==> config.mk <==
export PLATFORM = sky130hd
export DESIGN_NAME = mux_rr_arbiter
export DESIGN_NICKNAME = d
export VERILOG_FILES = /design/src/rtl/mux_rr_arbiter.sv
export SDC_FILE = /design/constraint.sdc
export NUM_CORES = 1
export LEC_CHECK = 0
export ABC_AREA = 1
export ABC_CLOCK_PERIOD_IN_PS = 5700
export CORE_ASPECT_RATIO = 0.75
export CORE_MARGIN = 3
export CORE_UTILIZATION = 50
export CTS_BUF_LIST = sky130_fd_sc_hd__clkbuf_4 sky130_fd_sc_hd__clkbuf_8
export DETAILED_ROUTE_END_ITERATION = 8
export GPL_TIMING_DRIVEN = 0
export PLACE_DENSITY = 0.94
export SYNTH_ARGS = -nofsm -noshare
export SYNTH_HDL_FRONTEND = slang
export SYNTH_SLANG_ARGS = --single-unit
==> constraint.sdc <==
create_clock -name clk -period 5.7 [get_ports clk]
set_input_delay 0.855 -clock clk [delete_from_list [all_inputs] [get_ports clk]]
set_output_delay 0.855 -clock clk [all_outputs]
set_load 0.01 [all_outputs]
==> src/rtl/mux_rr_arbiter.sv <==
// mux_rr_arbiter: round-robin owner selection for a shared 8:1 data path.
// Picks one of eight requesters, drives the mux select, registers the chosen
// data word, and caps the length of each grant.
//
// Handshake: req[i] is a level request with no acknowledge. A grant lasts
// while req[sel] stays high, up to MAX_HOLD cycles (0 = unlimited). Every
// release goes through at least one IDLE cycle before the next grant.
// dout is meaningful only in cycles where dout_valid is high.
module mux_rr_arbiter #(
    parameter int W        = 8,
    parameter int MAX_HOLD = 16
) (
    input  logic           clk,
    input  logic           rst,
    input  logic [7:0]     req,
    input  logic [8*W-1:0] din,
    output logic [7:0]     gnt,
    output logic [2:0]     sel,
    output logic [W-1:0]   dout,
    output logic           dout_valid,
    output logic           busy
);

    localparam int CNT_W = (MAX_HOLD > 0) ? $clog2(MAX_HOLD + 1) : 1;
    localparam logic [CNT_W-1:0] CNT_CAP = (MAX_HOLD > 0) ? CNT_W'(MAX_HOLD - 1) : '0;
    localparam bit HAS_CAP = (MAX_HOLD > 0);

    typedef enum logic {
        S_IDLE  = 1'b0,
        S_GRANT = 1'b1
    } state_t;

    state_t           state_q, state_d;
    logic [2:0]       ptr_q, ptr_d;
    logic [2:0]       sel_q, sel_d;
    logic [7:0]       gnt_q, gnt_d;
    logic [CNT_W-1:0] cnt_q, cnt_d;
    logic [W-1:0]     dout_q, dout_d;
    logic             dv_q, dv_d;

    logic             win_found;
    logic [2:0]       win_idx;
    logic [2:0]       cand;
    logic             release_w;

    // Round-robin search: first set request starting at ptr, wrapping mod 8.
    always_comb begin
        win_found = 1'b0;
        win_idx   = ptr_q;
        cand      = ptr_q;
        for (int i = 0; i < 8; i++) begin
            cand = ptr_q + 3'(i);
            if (!win_found && req[cand]) begin
                win_found = 1'b1;
                win_idx   = cand;
            end
        end
    end

    // A grant ends when the owner drops its request or the hold cap is reached.
    always_comb begin
        release_w = (state_q == S_GRANT) &&
                    (!req[sel_q] || (HAS_CAP && (cnt_q == CNT_CAP)));
    end

    // State register.
    always_ff @(posedge clk or posedge rst) begin
        if (rst) begin
            state_q <= S_IDLE;
        end else begin
            state_q <= state_d;
        end
    end

    // Next-state logic, including the grant bookkeeping registers.
    always_comb begin
        state_d = state_q;
        ptr_d   = ptr_q;
        sel_d   = sel_q;
        gnt_d   = gnt_q;
        cnt_d   = cnt_q;
        case (state_q)
            S_IDLE: begin
                if (win_found) begin
                    state_d = S_GRANT;
                    sel_d   = win_idx;
                    gnt_d   = 8'b1 << win_idx;
                    cnt_d   = '0;
                end
            end
            S_GRANT: begin
                if (release_w) begin
                    state_d = S_IDLE;
                    gnt_d   = '0;
                    ptr_d   = sel_q + 3'd1;
                end else if (cnt_q != {CNT_W{1'b1}}) begin
                    cnt_d = cnt_q + CNT_W'(1);
                end
            end
            default: begin
                state_d = S_IDLE;
                gnt_d   = '0;
            end
        endcase
    end

    // Datapath next value: capture the owner's word while it is still requesting.
    always_comb begin
        dv_d   = (state_q == S_GRANT) && req[sel_q];
        dout_d = dout_q;
        if (dv_d) begin
            dout_d = din[sel_q*W +: W];
        end
    end

    // Grant bookkeeping and datapath registers.
    always_ff @(posedge clk or posedge rst) begin
        if (rst) begin
            ptr_q  <= '0;
            sel_q  <= '0;
            gnt_q  <= '0;
            cnt_q  <= '0;
            dout_q <= '0;
            dv_q   <= 1'b0;
        end else begin
            ptr_q  <= ptr_d;
            sel_q  <= sel_d;
            gnt_q  <= gnt_d;
            cnt_q  <= cnt_d;
            dout_q <= dout_d;
            dv_q   <= dv_d;
        end
    end

    // Outputs: all driven straight from registers.
    always_comb begin
        gnt        = gnt_q;
        sel        = sel_q;
        dout       = dout_q;
        dout_valid = dv_q;
        busy       = (state_q == S_GRANT);
    end

endmodule
; ---- After elaboration in Yosys (flattened, before gate mapping)
; Index checks and enable logic that the tools add are counted.
[word_totals]
register_bits = 29
latchBits = 0
ramBits = 0
rom_bits = 0
input_bits = 74
out_inout_bits = 21
elab_cells = 99
memories = 0
[op_classes]
add_sub_neg = 9
mul = 0
div = 0
order_cmp = 9
eq_ne = 6
n_shift = 2
n_mux = 43
bitwise_logic = 1
reduce_logical = 22
[op_table]
columns = cell, n
row1 = $shiftx A64 B7 Y8, 1
row2 = $lt A3 B4 Y1 const B, 9
row3 = $bmux W1 S3, 9
row4 = $mux W3, 7
row5 = $mux W1, 19
row6 = $mux W8, 2
row7 = $pmux W8 S2, 1
row8 = $mux W5, 3
row9 = $add A3 B3 Y3 const B, 4
row10 = $pmux W5 S2, 1
row11 = $logic_and A1 B1 Y1, 9
row12 = $logic_not A1 Y1, 8
row13 = $shl A1 B3 Y8 const A, 1
row14 = $add A3 B1 Y3 const B, 2
row15 = $add A3 B2 Y3 const B, 2
row16 = $reduce_and A2 Y1, 3
row17 = $add A5 B1 Y5 const B, 1
row18 = $eq A5 B4 Y1 const B, 1
row19 = $ne A5 B5 Y1 const B, 1
row20 = $ne A2 B1 Y1 const B, 2
row21 = $ne A2 B2 Y1 const B, 2
row22 = $reduce_and A3 Y1, 1
row23 = $pmux W1 S2, 1
row24 = $logic_or A1 B1 Y1, 1
row25 = $not A1 Y1, 1

; ---- Longest topological paths before layout
; Gate-level depths: netlist (run 1).
[depth]
depth_word = 27
ltp_mapped = 20
mapped_depth_nobuf = 19

; ---- Worst setup path after synthesis (run 1)
; Ideal clock, no wire load.
[synth_path]
path_kind = reg-to-reg
startpoint = register ptr_q[1]
endpoint = register sel_q[2], in the netlist sel[2]
setup_ns = 0.128
t_arrival_ns = 2.330
required_time_ns = 5.572
slack_ns = 3.241
stages_incl_launch_ff = 16
path_buffers = 1
synth_period_minus_slack_ns = 2.459
cell_sequence = dfrtp_1 -> buf_2 -> inv_2 -> ha_1 -> inv_1 -> nand3_2 -> nand3_2 -> nand2_2 -> nor2_4 -> nand4_4 -> nor2_4 -> nand2_2 -> o21ai_4 -> inv_4 -> nand3_2 -> o21ai_0
[synth_via]
elab_chain_cells = 25
elab_cells_between_ends = 53
cone_classes = 7 x add/sub / 31 x mux / 15 x reduce/logical
[synth_lines]
columns = item, line
row1 = "start, declared", 34  ; logic [2:0] ptr_q, ptr_d;
row2 = "start signal, assigned", 126  ; ptr_q <= ptr_d;
row3 = branches (longest 25 deep; another with $add A3 B1 Y3), --
row4 = "end signal, assigned", 127  ; sel_q <= sel_d;
row5 = "end, declared", 35  ; logic [2:0] sel_q, sel_d;
; Parallel ways; which one is timed is not known. The select of a mux whose other input is x is not followed.
; A chain may end at the register's enable or synchronous reset.

; ---- Worst setup path after layout (run 1)
[layout_path]
startpoint = register ptr_q[1]
endpoint = register gnt_q[2], in the netlist gnt[2]
[layout_via]
elab_chain_cells = 27
elab_cells_between_ends = 57
cone_classes = 7 x add/sub / 1 x eq/ne / 1 x shift / 33 x mux / 15 x reduce/logical
[layout_lines]
columns = item, line
row1 = branches (longest 27 deep; another with $add A3 B1 Y3), --
row2 = "end signal, assigned", 128  ; gnt_q <= gnt_d;
row3 = "end, declared", 36  ; logic [7:0] gnt_q, gnt_d;
; Parallel ways; which one is timed is not known. The select of a mux whose other input is x is not followed.

==> results.cfg, run 1 <==
[layout]
syn_to_final_growth_pct = 42.95
stdcell_count = 580
finalNetCount = 587
multiInputGateArea_um2 = 1758
num-fill-cells = 372
register_area_um2 = 725.7
drive_gt1_share_pct = 9.843
antenna_cells = 0
final_core_util_pct = 76.06

[floorplan]
die_y_um = 69.41
io_pins = 95
die-area_um2 = 6284
row_count = 22
die_x_um = 90.54
coreArea_um2 = 5037
initial_core_util_pct = 53.20

[synth]
synth_nets = 486
async_flop_share_pct = 100.0
ys_ff_latch = 29
synth_edf_count = 0
ys_types = 38
synth.avg_cell_area_um2 = 6.601
seq_area_frac_synth_pct = 27.08
synth-main-ff-cell = dfrtp_1
ys.warnings.count = 0
syn-cell-area_um2 = 2680
synthCells = 406

[clocking]
cts_buffers = 5
clk_path_buf_depth = 2
clockRootBuffer = clkbuf_8
cts_setup_buffers = 0
cts_hold_buffers = 0
path_clk_slew_ns = 0.06
clock_sinks = 29
ctsResizeCount = 0
cts_tree = done
htree_levels = 2
clk_latency_ns = 0.28

[global_routing]
grt.overflow.total = 0
antenna_found_initial = 0
grt_max_degree = 30
grt_pass1_wl_um = 15120
grt_pass1_vias = 3092
track_usage_pct = 29.37

[setup_path]
criticalPathCategory = reg2reg
critPathLaunch = ptr_q[1]
cp_max_fo = 9
cp_data_arrival_time_ns = 3.19
r2r_slack_ns = 2.68
r2r_start = ptr_q[1]
reg2reg_depth = 19
crit_path_end_kind = flip-flop
required_ns = 5.87
start_kind = flip-flop
worstReg2RegEnd = gnt[2]

[sta]
setup-tns-final_ns = 0
timing.final.hold_violations = 0
slew_headroom_pct = 28.95
clock-skew-final_ns = 0.004921
grt_setup_unrepaired = no
setup_slack_ns = 2.680
drv_slew = 0
layout_min_cycle_time_ns = 3.020
tightest_slew_ns = 1.065
max_freq_ghz = 0.3311
period_share_pct = 52.98
setup_viol = 0

[hold_path]
holdPathEnd = gnt[0]
hold_path_class = reg2reg
hp-start = gnt[0]
whs_path_depth = 2

[place]
place_ws_ns = 2.675
gp_congestion = 0.9648
dp_hpwl_um = 7336
dp.cells = 572
io_buffers = 94

[detailed_routing]
routed_wl_um = 9242
dr.pass1.iters = 5
drt_iter0_markers = 263
ant_nets = 0
routed_via_density = 5.707
drc_errors = 0
vias = 3310
wire_per_inst_um = 15.93

[power]
power.density_nw_per_um2 = 628.6
power_mw = 2.408
vdd_ir_drop_max_v = 0.0003492
p_leak_nw = 1.677

[run_status]
outcome = finished clean

[job]
cap_violations = 0
[registers in the layout, summed over array words and instances, names as in the netlist]
signal      cells
sel             3
ptr_q           3
dout            8
busy            1
gnt             8
dout_valid      1
cnt_q           5
[per-layer routing]
layer | global-route usage (%) | up-vias | part of all wire, %
met5 | 0 | - | 0
met4 | 8.489 | 0 | 2.1
li1 | - | 1563 | -
met1 | 41.46 | 1523 | 44
met3 | 4.989 | 23 | 8.4
met2 | 46.18 | 201 | 46
[where the power goes]
part	internal, mW	total, mW	switching (mW)
clock	0.142	0.221	0.0795
combinational	0.639	1.84	1.20
sequential	0.291	0.350	0.0586
total	1.07	2.41	1.34
[synthesized netlist by cell type (2+ instances only)]
master | instances | area, um^2
nand2_1 | 106 | 397.9
nor2_1 | 58 | 217.7
nand3_1 | 49 | 245.2
dfrtp_1 | 29 | 725.7
o21ai_0 | 29 | 145.1
inv_1 | 22 | 82.58
o32ai_1 | 16 | 140.1
nand2_2 | 14 | 87.58
nand3_2 | 10 | 100.1
clkbuf_1 | 9 | 33.78
o21a_1 | 9 | 67.56
ha_1 | 6 | 75.07
clkinv_1 | 5 | 18.77
o21ai_1 | 5 | 25.02
a21oi_1 | 4 | 20.02
buf_1 | 3 | 11.26
nand4_1 | 3 | 18.77
buf_2 | 2 | 10.01
buf_4 | 2 | 15.01
inv_2 | 2 | 7.510
mux2i_1 | 2 | 20.02
nor2_4 | 2 | 22.52
nor3_1 | 2 | 10.01
o22ai_1 | 2 | 12.51
xnor2_1 | 2 | 17.52
[worst max path at each step]
stage,to,cells after the start
5_1_grt,gnt[1],18
3_5_place_dp,gnt[2],13
3_3_place_gp,gnt[3],13
2_1_floorplan,sel[2],15
4_1_cts,gnt[7],16
6_report,gnt[2],19
[cells in the final DEF (no fill, tap or decap), types with 3 or more instances in the layout]
cell	instances
buf_1	3
nand2_2	14
o32ai_1	16
clkinv_1	5
clkbuf_1	9
nor2_1	58
o21a_1	9
ha_1	6
clkbuf_8	6
clkdlybuf4s50_1	94
dfrtp_1	29
o21ai_1	5
nand4_1	3
nand3_1	49
nand3_2	10
o21ai_0	29
nand2_1	106
a21oi_1	4
inv_1	22
[layout make-up]
cell class                      count  share of cell area [%]
Timing Repair Buffer               94                   24.56
Multi-Input combinational cell    330                   45.89
Clock inverter                      2                  0.9798
Tap cell                           72                   2.351
Clock buffer                        6                   2.155
Sequential cell                    29                   18.94
Inverter                           30                   3.005
Buffer                             17                   2.123
[worst max-delay path: stages (launching register included)]
cell	delay, ns
dfrtp_1	0.36
buf_2	0.24
inv_2	0.12
ha_1	0.41
inv_1	0.27
nand3_1	0.19
nand2_1	0.10
nand2_1	0.05
nand2_1	0.12
inv_1	0.08
nor2_2	0.21
nand4_1	0.16
nand2_1	0.11
inv_1	0.04
nand2_1	0.07
nand2_2	0.09
nand2_2	0.11
nor2_1	0.05
nand3_1	0.06
nand2_1	0.06
[kinds of logic after synthesis]
kind of cell,count (synthesis),synth area share (%)
AO/OA/AOI/OAI,70,17.23
XOR/XNOR,4,1.588
adder cells (fa/ha/maj),6,2.801
buffers and inverters,47,7.330
flip-flops,29,27.08
multiplexers,2,0.7470
AND/OR/NAND/NOR,248,43.23
[through the flow]
step / hold slack, ns / area (um^2)
floorplan: 0.5063 / 2680
global placement: 0.4719 / 3711
detailed placement: 0.4732 / 3711
finish: 0.4880 / 3831
global route: 0.5147 / 3831
CTS: 0.4922 / 3831
Note: power is estimated with default switching activity, not from simulation.
==> inputs of run 2 (changes only) <==
--- a/config.mk
+++ b/config.mk
@@ -6,14 +6,14 @@
 export NUM_CORES = 1
 export LEC_CHECK = 0
 export ABC_AREA = 1
-export ABC_CLOCK_PERIOD_IN_PS = 5700
+export ABC_CLOCK_PERIOD_IN_PS = 2700
 export CORE_ASPECT_RATIO = 0.75
 export CORE_MARGIN = 3
-export CORE_UTILIZATION = 50
+export CORE_UTILIZATION = 42
 export CTS_BUF_LIST = sky130_fd_sc_hd__clkbuf_4 sky130_fd_sc_hd__clkbuf_8
 export DETAILED_ROUTE_END_ITERATION = 8
 export GPL_TIMING_DRIVEN = 0
-export PLACE_DENSITY = 0.94
+export PLACE_DENSITY = 0.85
 export SYNTH_ARGS = -nofsm -noshare
 export SYNTH_HDL_FRONTEND = slang
 export SYNTH_SLANG_ARGS = --single-unit
==> constraint.sdc (replaced) <==
create_clock -name clk -period 2.7 [get_ports clk]
set_input_delay 0.405 -clock clk [delete_from_list [all_inputs] [get_ports clk]]
set_output_delay 0.405 -clock clk [all_outputs]
set_load 0.01 [all_outputs]
==> results.cfg, run 2 (synthesis gave the netlist of run 1 again) <==
[detailed_routing]
wl_met1_um = 4274
wire_per_inst_um = 16.34
ant_nets = 0
dr_wl_met2_um = 4419
vias = 3325
wl_met3_um = 833
drc_errors = 0
dr.pass1.iters = 5
top_layer = met4
routed_via_density = 5.570
drt_iter0_markers = 221
routed_wl_um = 9753

[power]
switchingPower_mw = 2.999
p_int_mw = 2.414
combPwrFrac_pct = 78.9
p_leak_nw = 1.742
power_frac_seq_pct = 13.7
clkPwrFrac_pct = 7.4
vdd_ir_drop_max_v = 0.0006637
power.density_nw_per_um2 = 1357
swShare_pct = 55.41

[place]
dp_hpwl_um = 7251
gp_congestion = 0.9515
io_buffers = 94
dp.cells = 578
placed_area_um2 = 3719

[floorplan]
io_pins = 95
coreArea_um2 = 6006
die_y_um = 75.18
die_x_um = 98.24
die-area_um2 = 7386
initial_core_util_pct = 44.62
row_count = 24

[sta]
drv_slew = 0
layout_min_cycle_time_ns = 2.557
setup_viol = 0
timing.final.hold_violations = 0
max_freq_ghz = 0.3911
setup-tns-final_ns = 0
clock-skew-final_ns = 0.008936
slew_headroom_pct = 27.77
tightest_slew_ns = 1.082
hold_ws_ns = 0.4873
period_share_pct = 94.69

[global_routing]
grt_pass1_wl_um = 15640
grt.overflow.total = 0
antenna_found_initial = 0
grt_max_degree = 30
track_usage_pct = 26.42
grt_pass1_vias = 3186

[setup_path]
reg2reg_depth = 16
r2r_slack_ns = 0.14
r2r_start = ptr_q[0]
slowest_stage = dfrtp_2
required_ns = 2.87
cp_max_fo = 10
crit_path_end_kind = flip-flop
crit_chain = inv_2, buf_12, ha_4, inv_6, nand3_2, nand3_2, nand2_4, nor2_4, nand4_4, nor2_4, nand2_2, o21ai_4, clkinv_4, buf_4, nand3_1, nand2_1
criticalPathCategory = reg2reg
cp_data_arrival_time_ns = 2.73
max_stage_delay_ns = 0.44
path_buf_inv = 5
start_kind = flip-flop
cp_top_family = simple AND/OR/NAND/NOR gates
worstReg2RegEnd = gnt[0]

[clocking]
htree_levels = 2
cts_buffers = 5
clockRootBuffer = clkbuf_8
clock_sinks = 29
clk_latency_ns = 0.29
cts_tree = done
path_clk_slew_ns = 0.07
clk_path_buf_depth = 2

[layout]
drive_gt1_share_pct = 13.87
num-fill-cells = 508
final_cell_mix = nand2_1, clkdlybuf4s50_1, nor2_1, nand3_1, o21ai_0
finalNetCount = 598
final_core_util_pct = 66.44
antenna_cells = 0
stdcell_count = 597
final_cell_area_um2 = 3990
syn_to_final_growth_pct = 48.88
mostFrequentLayoutCell = nand2_1

[hold_path]
whs_path_depth = 2
hp-start = gnt[1]
hold_path_class = reg2reg
holdPathEnd = gnt[1]

[run_status]
outcome = finished clean

[job]
cap_violations = 0
## run 2: changes by cell type in the layout (fill, tap and decap cells not counted), sizes merged
| cell | previous run | this run |
|---|---|---|
| buf | 8 | 19 |
| clkinv | 5 | 7 |
| bufinv | 1 | 0 |
| clkbuf | 15 | 16 |
| clkinvlp | 1 | 0 |
| inv | 25 | 24 |
## run 2: layout make-up
cell class,instances,area [um^2],share of cell area (%)
multi-input cells,330,1813,45.44
repair buffers,105,1027,25.74
flip-flops and latches,29,726.9,18.22
inverters,30,127.6,3.198
well taps,78,97.59,2.446
clock buffers,7,96.34,2.415
plain buffers,17,96.34,2.415
clock inverters,1,5.005,0.1254
## run 2: per-stage QoR
stage	setup slack (ns)	power, mW
floorplan	0.2415	3.417
global placement	-0.1749	4.414
detailed placement	-0.2276	4.506
CTS	0.02833	5.000
global route	-0.05447	5.880
finish	0.1434	5.413
## run 2: power groups by stage
stage | Clock (mW) | Combinational (mW) | Sequential (mW)
2_1_floorplan | 0 | 2.64 | 0.776
3_3_place_gp | 0 | 3.68 | 0.734
3_5_place_dp | 0 | 3.77 | 0.741
4_1_cts | 0.402 | 3.86 | 0.735
5_1_grt | 0.429 | 4.69 | 0.762
6_report | 0.400 | 4.27 | 0.744
## run 2: worst min-delay path: cells and delay by family (launching register included)
kind          cells  cell delay [ns]
flops             1             0.34
simple gates      2             0.12
## run 2: what timing repair did
action / CTS / global route
setup buffers: 3 / 8
resized for setup: 6 / 18
hold buffers: 0 / 0
pin swaps: 1 / 6
setup endpoints to repair: 17 / 17
## run 2: how the worst max path moves through the flow
stage / to / cells past startpoint / startpoint
after global placement: sel[2] / 15 / ptr_q[1]
after detailed placement: gnt[5] / 16 / ptr_q[1]
after floorplan: sel[2] / 15 / ptr_q[1]
final: gnt[0] / 16 / ptr_q[0]
after CTS: gnt[3] / 19 / ptr_q[0]
after global routing: gnt[5] / 18 / ptr_q[0]
## run 2: metal layers
metal | track usage (%) | up-vias
li1 | - | 1592
met3 | 4.722 | 29
met4 | 6.515 | 0
met5 | 0 | -
met1 | 36.27 | 1533
met2 | 44.04 | 171
